[config.mk]
export PLATFORM = sky130hd
export DESIGN_NAME = rom_lut128x8
export DESIGN_NICKNAME = d
export VERILOG_FILES = /design/src/rtl/rom_lut128x8_pkg.sv /design/src/rtl/rom_lut128x8_table.sv /design/src/rtl/rom_lut128x8.sv
export SDC_FILE = /design/constraint.sdc
export NUM_CORES = 1
export LEC_CHECK = 0
export BUFFER_PORTS_ARGS = -buffer_cell sky130_fd_sc_hd__buf_4
export CAP_MARGIN = 20
export CORE_MARGIN = 3
export CORE_UTILIZATION = 58
export CTS_BUF_LIST = sky130_fd_sc_hd__clkbuf_4 sky130_fd_sc_hd__clkbuf_8
export DETAILED_ROUTE_END_ITERATION = 8
export PLACE_DENSITY = 0.82
export SYNTH_ARGS = -nofsm -noshare
export SYNTH_HDL_FRONTEND = slang
export SYNTH_SLANG_ARGS = --single-unit
[constraint.sdc]
create_clock -name clk -period 2.1 [get_ports clk]
set_clock_uncertainty 0.15 [all_clocks]
set_input_delay 0.21 -clock clk [delete_from_list [all_inputs] [get_ports clk]]
set_output_delay 0.21 -clock clk [all_outputs]
set_load 0.005 [all_outputs]
[src/rtl/rom_lut128x8_pkg.sv]
// Shared widths, types and a reference formula for the 128x8 lookup ROM.
// The formula is for models only; the RTL reads the explicit case table.
package rom_lut128x8_pkg;

   localparam int ADDR_W = 7;
   localparam int DATA_W = 8;
   localparam int DEPTH  = 128;

   typedef logic [ADDR_W-1:0] rom_addr_t;
   typedef logic [DATA_W-1:0] rom_data_t;

   function automatic rom_data_t rom_entry(input rom_addr_t a);
      logic [15:0] p;
      p = 16'(a) * 16'd37 + 16'd11;
      return p[7:0];
   endfunction

endpackage

[src/rtl/rom_lut128x8_table.sv]
// Combinational 128-entry constant table: entry[a] = (a*37 + 11) mod 256.
// The default arm keeps unknown addresses from propagating X downstream.
module rom_lut128x8_table
   import rom_lut128x8_pkg::*;
(
   input  rom_addr_t addr_i,
   output rom_data_t data_o
);

   always_comb begin
      data_o = 8'h00;
      case (addr_i)
         7'd0:   data_o = 8'h0B;
         7'd1:   data_o = 8'h30;
         7'd2:   data_o = 8'h55;
         7'd3:   data_o = 8'h7A;
         7'd4:   data_o = 8'h9F;
         7'd5:   data_o = 8'hC4;
         7'd6:   data_o = 8'hE9;
         7'd7:   data_o = 8'h0E;
         7'd8:   data_o = 8'h33;
         7'd9:   data_o = 8'h58;
         7'd10:  data_o = 8'h7D;
         7'd11:  data_o = 8'hA2;
         7'd12:  data_o = 8'hC7;
         7'd13:  data_o = 8'hEC;
         7'd14:  data_o = 8'h11;
         7'd15:  data_o = 8'h36;
         7'd16:  data_o = 8'h5B;
         7'd17:  data_o = 8'h80;
         7'd18:  data_o = 8'hA5;
         7'd19:  data_o = 8'hCA;
         7'd20:  data_o = 8'hEF;
         7'd21:  data_o = 8'h14;
         7'd22:  data_o = 8'h39;
         7'd23:  data_o = 8'h5E;
         7'd24:  data_o = 8'h83;
         7'd25:  data_o = 8'hA8;
         7'd26:  data_o = 8'hCD;
         7'd27:  data_o = 8'hF2;
         7'd28:  data_o = 8'h17;
         7'd29:  data_o = 8'h3C;
         7'd30:  data_o = 8'h61;
         7'd31:  data_o = 8'h86;
         7'd32:  data_o = 8'hAB;
         7'd33:  data_o = 8'hD0;
         7'd34:  data_o = 8'hF5;
         7'd35:  data_o = 8'h1A;
         7'd36:  data_o = 8'h3F;
         7'd37:  data_o = 8'h64;
         7'd38:  data_o = 8'h89;
         7'd39:  data_o = 8'hAE;
         7'd40:  data_o = 8'hD3;
         7'd41:  data_o = 8'hF8;
         7'd42:  data_o = 8'h1D;
         7'd43:  data_o = 8'h42;
         7'd44:  data_o = 8'h67;
         7'd45:  data_o = 8'h8C;
         7'd46:  data_o = 8'hB1;
         7'd47:  data_o = 8'hD6;
         7'd48:  data_o = 8'hFB;
         7'd49:  data_o = 8'h20;
         7'd50:  data_o = 8'h45;
         7'd51:  data_o = 8'h6A;
         7'd52:  data_o = 8'h8F;
         7'd53:  data_o = 8'hB4;
         7'd54:  data_o = 8'hD9;
         7'd55:  data_o = 8'hFE;
         7'd56:  data_o = 8'h23;
         7'd57:  data_o = 8'h48;
         7'd58:  data_o = 8'h6D;
         7'd59:  data_o = 8'h92;
         7'd60:  data_o = 8'hB7;
         7'd61:  data_o = 8'hDC;
         7'd62:  data_o = 8'h01;
         7'd63:  data_o = 8'h26;
         7'd64:  data_o = 8'h4B;
         7'd65:  data_o = 8'h70;
         7'd66:  data_o = 8'h95;
         7'd67:  data_o = 8'hBA;
         7'd68:  data_o = 8'hDF;
         7'd69:  data_o = 8'h04;
         7'd70:  data_o = 8'h29;
         7'd71:  data_o = 8'h4E;
         7'd72:  data_o = 8'h73;
         7'd73:  data_o = 8'h98;
         7'd74:  data_o = 8'hBD;
         7'd75:  data_o = 8'hE2;
         7'd76:  data_o = 8'h07;
         7'd77:  data_o = 8'h2C;
         7'd78:  data_o = 8'h51;
         7'd79:  data_o = 8'h76;
         7'd80:  data_o = 8'h9B;
         7'd81:  data_o = 8'hC0;
         7'd82:  data_o = 8'hE5;
         7'd83:  data_o = 8'h0A;
         7'd84:  data_o = 8'h2F;
         7'd85:  data_o = 8'h54;
         7'd86:  data_o = 8'h79;
         7'd87:  data_o = 8'h9E;
         7'd88:  data_o = 8'hC3;
         7'd89:  data_o = 8'hE8;
         7'd90:  data_o = 8'h0D;
         7'd91:  data_o = 8'h32;
         7'd92:  data_o = 8'h57;
         7'd93:  data_o = 8'h7C;
         7'd94:  data_o = 8'hA1;
         7'd95:  data_o = 8'hC6;
         7'd96:  data_o = 8'hEB;
         7'd97:  data_o = 8'h10;
         7'd98:  data_o = 8'h35;
         7'd99:  data_o = 8'h5A;
         7'd100: data_o = 8'h7F;
         7'd101: data_o = 8'hA4;
         7'd102: data_o = 8'hC9;
         7'd103: data_o = 8'hEE;
         7'd104: data_o = 8'h13;
         7'd105: data_o = 8'h38;
         7'd106: data_o = 8'h5D;
         7'd107: data_o = 8'h82;
         7'd108: data_o = 8'hA7;
         7'd109: data_o = 8'hCC;
         7'd110: data_o = 8'hF1;
         7'd111: data_o = 8'h16;
         7'd112: data_o = 8'h3B;
         7'd113: data_o = 8'h60;
         7'd114: data_o = 8'h85;
         7'd115: data_o = 8'hAA;
         7'd116: data_o = 8'hCF;
         7'd117: data_o = 8'hF4;
         7'd118: data_o = 8'h19;
         7'd119: data_o = 8'h3E;
         7'd120: data_o = 8'h63;
         7'd121: data_o = 8'h88;
         7'd122: data_o = 8'hAD;
         7'd123: data_o = 8'hD2;
         7'd124: data_o = 8'hF7;
         7'd125: data_o = 8'h1C;
         7'd126: data_o = 8'h41;
         7'd127: data_o = 8'h66;
         default: data_o = 8'h00;
      endcase
   end

endmodule

[src/rtl/rom_lut128x8.sv]
// 128x8 ROM with registered output; ROM_ADDR_REG_EN adds an input
// address register for 2-cycle latency (default build: 1 cycle).
module rom_lut128x8
   import rom_lut128x8_pkg::*;
(
   input  logic              clk,
   input  logic              rst_n,
   input  logic [ADDR_W-1:0] address,
   output logic [DATA_W-1:0] data
);

   rom_addr_t rd_addr;
   rom_data_t tbl_data;
   rom_data_t data_d;
   rom_data_t data_q;

`ifdef ROM_ADDR_REG_EN
   rom_addr_t addr_d;
   rom_addr_t addr_q;

   always_comb begin
      addr_d = address;
   end

   always_ff @(posedge clk) begin
      if (!rst_n) addr_q <= '0;
      else        addr_q <= addr_d;
   end

   assign rd_addr = addr_q;
`else
   assign rd_addr = address;
`endif

   rom_lut128x8_table u_table (
      .addr_i (rd_addr),
      .data_o (tbl_data)
   );

   always_comb begin
      data_d = tbl_data;
   end

   always_ff @(posedge clk) begin
      if (!rst_n) data_q <= '0;
      else        data_q <= data_d;
   end

   assign data = data_q;

endmodule

==> metrics.txt, run 1 <==
largest net degree at the start of global routing 32; VDD IR-drop max 0.223 mV; status finished, final reports clean; Area Growth Syn to Fin 10.2%; number of global-route vias before repair 821; WP data required 2.08 ns; Final Cell Area 1110 um2; Max Buffers Root-to-Sink 2; hold crit path type in2reg; Setup crit start kind input pin; TritonCTS clock tree built; PwrDens 446 nW/um2; Final setup viols 0; Worst Max-Slew Pin Slew 0.309 ns; Post-CTS Resized 0; leak pwr 0.486 nW; synthesized cell area 1010 um2; Async S/R FF share, synth 0%; Reg area 160 um2; ANT nets after route 0; wire per inst 15.6 um; Setup TNS 0 ns; H-tree depth 1; Post-DP Area 1090 um2; number of synthesized flops with an enable pin 0; Final Hold Viols 0; # rows 14; Hold Buf Count CTS 0; Post-Route Utilization 70.3%; Total Routing Usage GR 23.6%; ant diodes 0; RSZ-0062 raised after global routing no; Worst slew margin 79.4%; clock sink count 8; Yosys reg bits 8; Achievable Freq 545 MHz; post-DR vias/cell 6.69; top cells by area, synth dfxtp_1 16%, mux2i_1 9.0%, ha_1 7.5%, nand2b_1 5.0%, o211ai_1 4.5%; syn avg cell area 7.74 um2; crit path kind in2reg; Yosys top cell area share 15.9%; CTS Root Cell clkbuf_4; post-synth cell types 37; Worst setup EP type register; initial core utilization 63.8%; Worst path max stage delay 0.48 ns; CP Cell Sequence buf_4, inv_1, ha_1, nand2b_1, o21ai_2, mux4_2, o2111ai_1, a31oi_1; first drt pass iteration count 5; initial DRC count 44; Die Span X 47.6 um; IO Port Bufs 16; die area 2270 um2; die height 47.6 um; RD Place Congestion 0.804; Post-Route WL 2400 um; fin. max-slew vios 0; Fillers 150; setup bufs post-CTS 0; dominant synthesized flop cell dfxtp_1; Worst Path Buf+Inv 2; syn_nets 145; crit path time final 1.84 ns; drt drc 0; max reg flops 8; Final nets 155; crit share post-route 87.4%; worst-path fanout max 10; max_cap viols 0; Clock transition at path regs 0.05 ns; Worst path slowest cell mux4_2; Num CTS Buffers 3; sequential fraction of the synthesis area 15.9%; Worst path depth 8; initial antenna violation count 0; multi-input logic area 733 um2; dpl hpwl 1740 um; Worst Path Arrival 1.82 ns; Core Footprint 1580 um2; Hold Path Depth 2; CP top delay family multiplexers; Vias 1030; post-synth top area cell dfxtp_1; most frequent cell after synthesis mux2i_1; first-pass GRT wire length 3830 um; total number of yosys warnings 0; share of layout cells above drive strength 1 18.1%; cells after synthesis 130; IO Pins 17; grt ovf 0
## through the flow
stage	hold slack [ns]	worst slack, ns	cells	total power, W
after floorplan	0.206	0.154	130	0.000320
after global placement	0.309	0.0650	151	0.000375
after detailed placement	0.318	0.0395	151	0.000382
after CTS	0.0570	0.291	154	0.000496
after global routing	0.0586	0.150	154	0.000529
final	0.0626	0.265	154	0.000494
## placed cells by master, fill, tap and decap left out
master / n
buf_4: 19
mux2i_1: 9
inv_1: 8
nand2b_1: 8
nor2_1: 8
o21ai_0: 8
dfxtp_1: 8
o211ai_1: 6
a21oi_1: 6
a31oi_1: 6
ha_1: 6
nand2_1: 5
o2111ai_1: 4
o211a_1: 3
xnor2_1: 3
a211oi_1: 3
clkbuf_4: 3
nor2b_1: 2
a311o_1: 2
nor3_1: 2
and3_1: 2
xor2_1: 2
nand3b_1: 2
nand3_1: 2
o21ai_1: 1
o31a_1: 1
or3_1: 1
a41oi_1: 1
o221ai_1: 1
and4bb_2: 1
or4_1: 1
o21ai_2: 1
mux4_2: 1
o2bb2ai_1: 1
nor3b_1: 1
## final timing paths
check,start,endpoint
worst max-delay path,address[0],data[6]$_SDFF_PN0_
worst min-delay path,rst_n,data[0]$_SDFF_PN0_
## final cells by class
class | instances | share of cell area (%)
Timing Repair Buffer | 19 | 12.9
Multi-Input combinational cell | 100 | 66.1
Inverter | 8 | 2.71
Clock buffer | 3 | 2.03
Tap cell | 16 | 1.81
Sequential cell | 8 | 14.4
## routing by layer
layer | track usage [%] | share of wire, %
met5 | 0 | 0
met4 | 10.2 | 1.7
met3 | 1.88 | 9.7
met2 | 35.0 | 46
met1 | 34.5 | 42
## power by group
part	switching (W)	internal, W	total [W]	leakage, nW
registers	0.00000310	0.000166	0.000169	0.0667
logic	0.000115	0.0000978	0.000213	0.406
clock network	0.0000469	0.0000650	0.000112	0.0138
total	0.000165	0.000329	0.000494	0.486
## logic make-up (layout without fill, tap and decap cells)
kind of cell | after synthesis | count (layout) | share of synthesized area (%)
compound gates | 44 | 44 | 30.7
simple gates | 35 | 35 | 19.2
buf+inv | 22 | 30 | 11.2
mux | 10 | 10 | 11.2
flops | 8 | 8 | 15.9
fa+ha+maj | 6 | 6 | 7.46
xor+xnor | 5 | 5 | 4.35
Power figures use the tool's default switching activity.
==> run 2, diff against run 1 <==
--- a/config.mk
+++ b/config.mk
@@ -12,6 +12,7 @@
 export CTS_BUF_LIST = sky130_fd_sc_hd__clkbuf_4 sky130_fd_sc_hd__clkbuf_8
 export DETAILED_ROUTE_END_ITERATION = 8
 export PLACE_DENSITY = 0.82
+export SETUP_SLACK_MARGIN = 0.5
 export SYNTH_ARGS = -nofsm -noshare
 export SYNTH_HDL_FRONTEND = slang
 export SYNTH_SLANG_ARGS = --single-unit
==> run 2 against run 1 <==
Via count rose by 0.97%. Power rose by 4.6%. Clock-buffer cell count stayed put. First-iteration DRC count is 16% higher. Sequential power about the same. Die area unchanged. Critical endpoint unchanged. Highest routed layer unchanged.
==> metrics.txt, run 2 (synthesized netlist as in run 1, its figures left out) <==
status finished, final reports clean; largest net degree at the start of global routing 42; Worst setup EP type register; Final Hold Viols 0; most frequent cells in the layout 18 x buf_4, 9 x mux2i_1, 8 x nor2_1, 8 x dfxtp_1, 7 x nand2b_1; die height 47.6 um; grt met3 use 1.50%; fin. max-slew vios 0; Num CTS Buffers 3; M1 GR Usage 35.2%; Final nets 156; CTS Root Cell clkbuf_4; post-DR vias/cell 6.71; initial core utilization 63.8%; Core Footprint 1580 um2; PwrDens 436 nW/um2; crit share post-route 76.9%; Setup TNS 0 ns; Worst Max-Slew Pin Slew 0.450 ns; Achievable Freq 619 MHz; GRT busiest layer met1; Post-Route WL 2450 um; Hold Path Depth 2; first drt pass iteration count 4; crit path kind in2reg; max reg flops 8; Gate power share 44.6%; multi-input logic area 776 um2; dpl hpwl 1650 um; drt drc 0; Area Growth Syn to Fin 17.9%; initial antenna violation count 0; Setup crit start kind input pin; clock sink count 8; RD Place Congestion 0.849; leak pwr 0.499 nW; grt ovf 0; Sw Share 34.1%; VDD IR-drop max 0.246 mV; Vias 1040; die area 2270 um2; Worst slew margin 70.0%; share of layout cells above drive strength 1 23.7%; H-tree depth 1; IO Pins 17; Psw 0.000176 W; Total Routing Usage GR 22.8%; Max Buffers Root-to-Sink 2; Final setup viols 0; # rows 14; internal power 0.000341 W; commonest non-fill, non-tap cell in the layout buf_4; first-pass GRT wire length 3770 um; Hold Buf Count CTS 0; RSZ-0062 raised after global routing yes; initial DRC count 51; number of global-route vias before repair 825; TritonCTS clock tree built; Clock transition at path regs 0.05 ns; max_cap viols 0; worst-path fanout max 8; Reg area 160 um2; ant diodes 0; GR Layer Usage met2 31.8%; sequential share of power 32.7%; wire per inst 15.8 um; Die Span X 47.6 um; hold crit path type in2reg; fin cells 155; Fillers 128; WP data required 2.09 ns; IO Port Bufs 16; ANT nets after route 0; clock network power share 22.7%; crit path time final 1.62 ns; Inst Count DP 148; Worst Path Arrival 1.60 ns
run 2: final timing paths:
kind | to | startpoint | slack (ns)
worst max-delay path | data[6]$_SDFF_PN0_ | address[0] | 0.48
worst min-delay path | data[7]$_SDFF_PN0_ | rst_n | 0.06
run 2: area by class of cell:
type	count	share of cell area, %
multi-input combinational	100	65.4
timing repair buffer	20	14.0
sequential	8	13.5
inverter	8	3.48
clock buffer	3	1.90
tap	16	1.69
run 2: per-layer routing:
metal	up-vias	wire length, um
met1	473	1130
met2	57	1070
met3	6	205
met5	-	0
met4	0	48
li1	504	-
run 2: power by group through the flow:
stage          clock network, W  logic, W  registers [W]
2_1_floorplan                 0  0.000158       0.000174
3_3_place_gp                  0  0.000206       0.000172
3_5_place_dp                  0  0.000211       0.000172
4_1_cts                0.000120  0.000220       0.000169
5_1_grt                0.000126  0.000253       0.000171
6_report               0.000117  0.000230       0.000169
run 2: metrics by stage:
step | cell area [um2] | total power, W | hold slack [ns] | util (%) | worst slack (ns)
final | 1190 | 0.000517 | 0.0623 | 75.2 | 0.485
after global routing | 1190 | 0.000549 | 0.0567 | 75.2 | 0.417
after CTS | 1160 | 0.000509 | 0.0547 | 73.5 | 0.500
after detailed placement | 1100 | 0.000384 | 0.323 | 69.8 | 0.0582
after global placement | 1100 | 0.000378 | 0.338 | 69.8 | 0.127
after floorplan | 1070 | 0.000332 | 0.206 | - | 0.369
run 2: worst max-delay path, stage by stage:
cell and delay, ns:
buf_12 0.09, clkinvlp_4 0.12, ha_4 0.32, mux2i_1 0.07, mux4_2 0.49, o2111ai_2 0.20, a31oi_1 0.10
run 2: what timing repair did:
item	4_1_cts	5_1_grt
pin swaps	2	3
gates resized for setup	4	6
setup buffers	2	2
endpoints found under the setup margin	2	3
==> run 3, diff against run 2 <==
--- a/config.mk
+++ b/config.mk
@@ -8,10 +8,10 @@
 export BUFFER_PORTS_ARGS = -buffer_cell sky130_fd_sc_hd__buf_4
 export CAP_MARGIN = 20
 export CORE_MARGIN = 3
-export CORE_UTILIZATION = 58
+export CORE_UTILIZATION = 52
 export CTS_BUF_LIST = sky130_fd_sc_hd__clkbuf_4 sky130_fd_sc_hd__clkbuf_8
 export DETAILED_ROUTE_END_ITERATION = 8
-export PLACE_DENSITY = 0.82
+export PLACE_DENSITY = 0.78
 export SETUP_SLACK_MARGIN = 0.5
 export SYNTH_ARGS = -nofsm -noshare
 export SYNTH_HDL_FRONTEND = slang
==> constraint.sdc (replaced) <==
create_clock -name clk -period 1.3 [get_ports clk]
set_clock_uncertainty 0.15 [all_clocks]
set_input_delay 0.13 -clock clk [delete_from_list [all_inputs] [get_ports clk]]
set_output_delay 0.13 -clock clk [all_outputs]
set_load 0.005 [all_outputs]
==> run 3 against run 2 <==
The run now ends with hold timing, setup timing left. Non-clock buffer count grew 33. Sequential power grew 64%. Power up 90%. Die area rose by 10%. Critical path depth is 2 higher. Via count rose by 24%. Critical path type unchanged.
==> metrics.txt, run 3 (synthesized netlist as in run 1, its figures left out) <==
Setup crit start kind input pin; max reg flops 8; initial antenna violation count 0; CTS Root Cell clkbuf_4; max_cap viols 0; WP data required 1.30 ns; Tot Pwr 0.000981 W; sequential share of power 28.4%; hold path start rst_n; PwrDens 631 nW/um2; H-tree depth 1; Post-Route WL 3570 um; most frequent cells in the layout 43 x buf_4, 8 x mux2i_1, 8 x nor2_1; Final Hold Viols 1; Die Span X 50.0 um; Setup TNS -0.780 ns; Area Growth Syn to Fin 54.6%; initial DRC count 91; Clock transition at path regs 0.05 ns; crit path kind in2reg; Worst Max-Slew Pin Slew 0.270 ns; Num CTS Buffers 3; status finished, violations left; Total Routing Usage GR 26.5%; RD Place Congestion 0.826; die area 2500 um2; multi-input logic area 838 um2; largest net degree at the start of global routing 17; grt ovf 0; Core Footprint 1780 um2; ANT nets after route 0; leak pwr 0.673 nW; Fillers 86; Reg area 165 um2; IO Pins 17; TritonCTS clock tree built; initial core utilization 56.4%; number of global-route vias before repair 1206; share of layout cells above drive strength 1 44.8%; Setup WS post-layout -0.278 ns; Sw Share 34.8%; failing checks hold timing, setup timing; commonest non-fill, non-tap cell in the layout buf_4; Worst slew margin 81.8%; Hold Path Depth 2; wire per inst 18.1 um; IO Port Bufs 16; RSZ-0062 raised after global routing yes; Worst Path Arrival 1.58 ns; Critical Path Start address[0]; ant diodes 0; crit share post-route 121%; worst-path fanout max 9; drt drc 0; die height 50.0 um; clock sink count 8; VDD IR-drop max 0.377 mV; post-DR vias/cell 6.56; Final nets 189; crit path time final 1.58 ns; Worst setup EP type register; dpl hpwl 2200 um; Psw 0.000342 W; Final setup viols 5; # rows 15; Max Buffers Root-to-Sink 2; first-pass GRT wire length 5160 um; final hold slack -0.00238 ns; first drt pass iteration count 5; internal power 0.000639 W; Gate power share 52.3%; fin. max-slew vios 0; clock network power share 19.4%; Vias 1292; hold crit path type in2reg; Achievable Freq 634 MHz
## run 3: cell types whose count changed in the layout (fill, tap and decap cells not counted), sizes merged
cell	change
buf	+33
## run 3: power groups by stage
stage	registers, W	logic, W	clock network [W]
global route	0.000281	0.000548	0.000211
CTS	0.000275	0.000464	0.000191
finish	0.000278	0.000513	0.000190
global placement	0.000279	0.000421	0
detailed placement	0.000279	0.000437	0
floorplan	0.000282	0.000265	0
## run 3: timing repair
action / 4_1_cts / 5_1_grt
buffers inserted: 4 / 1
pin swaps: 7 / 6
endpoints found under the hold margin: 2 / 1
endpoints found under the setup margin: 16 / 16
resized for setup: 13 / 14
## run 3: path summary, 6_finish.rpt
check	to	slack, ns
worst min-delay path	data[7]$_SDFF_PN0_	-0.002
worst max-delay path	data[5]$_SDFF_PN0_	-0.28
## run 3: through the flow
stage	cells	util, %	setup WS, ns	area [um2]
2_1_floorplan	130	-	-0.351	1090
3_3_place_gp	189	77.6	-0.460	1380
3_5_place_dp	189	77.6	-0.483	1380
4_1_cts	196	83.6	-0.146	1490
5_1_grt	197	87.2	-0.314	1560
6_report	197	87.2	-0.278	1560
## run 3: critical path, cell delays in order
cell        delay [ns]
buf_8             0.08
clkinvlp_4        0.13
ha_4              0.26
buf_4             0.17
mux2i_1           0.19
o21ai_1           0.12
nor3_1            0.22
a31oi_1           0.11
and3_1            0.19
## run 3: metal layers
metal / part of all wire (%) / global-route usage [%] / up-vias
met1: 38 / 31.6 / 588
met3: 9.3 / 3.32 / 23
li1: - / - / 575
met4: 4.1 / 12.4 / 0
met2: 48 / 46.3 / 106
met5: 0 / 0 / -
## run 3: cell type report
class                           instances  share of cell area, %
Multi-Input combinational cell        100                   53.9
Tap cell                               25                   2.01
Inverter                                8                   2.65
Clock buffer                            3                   1.45
Sequential cell                         8                   10.6
Timing Repair Buffer                   53                   29.4
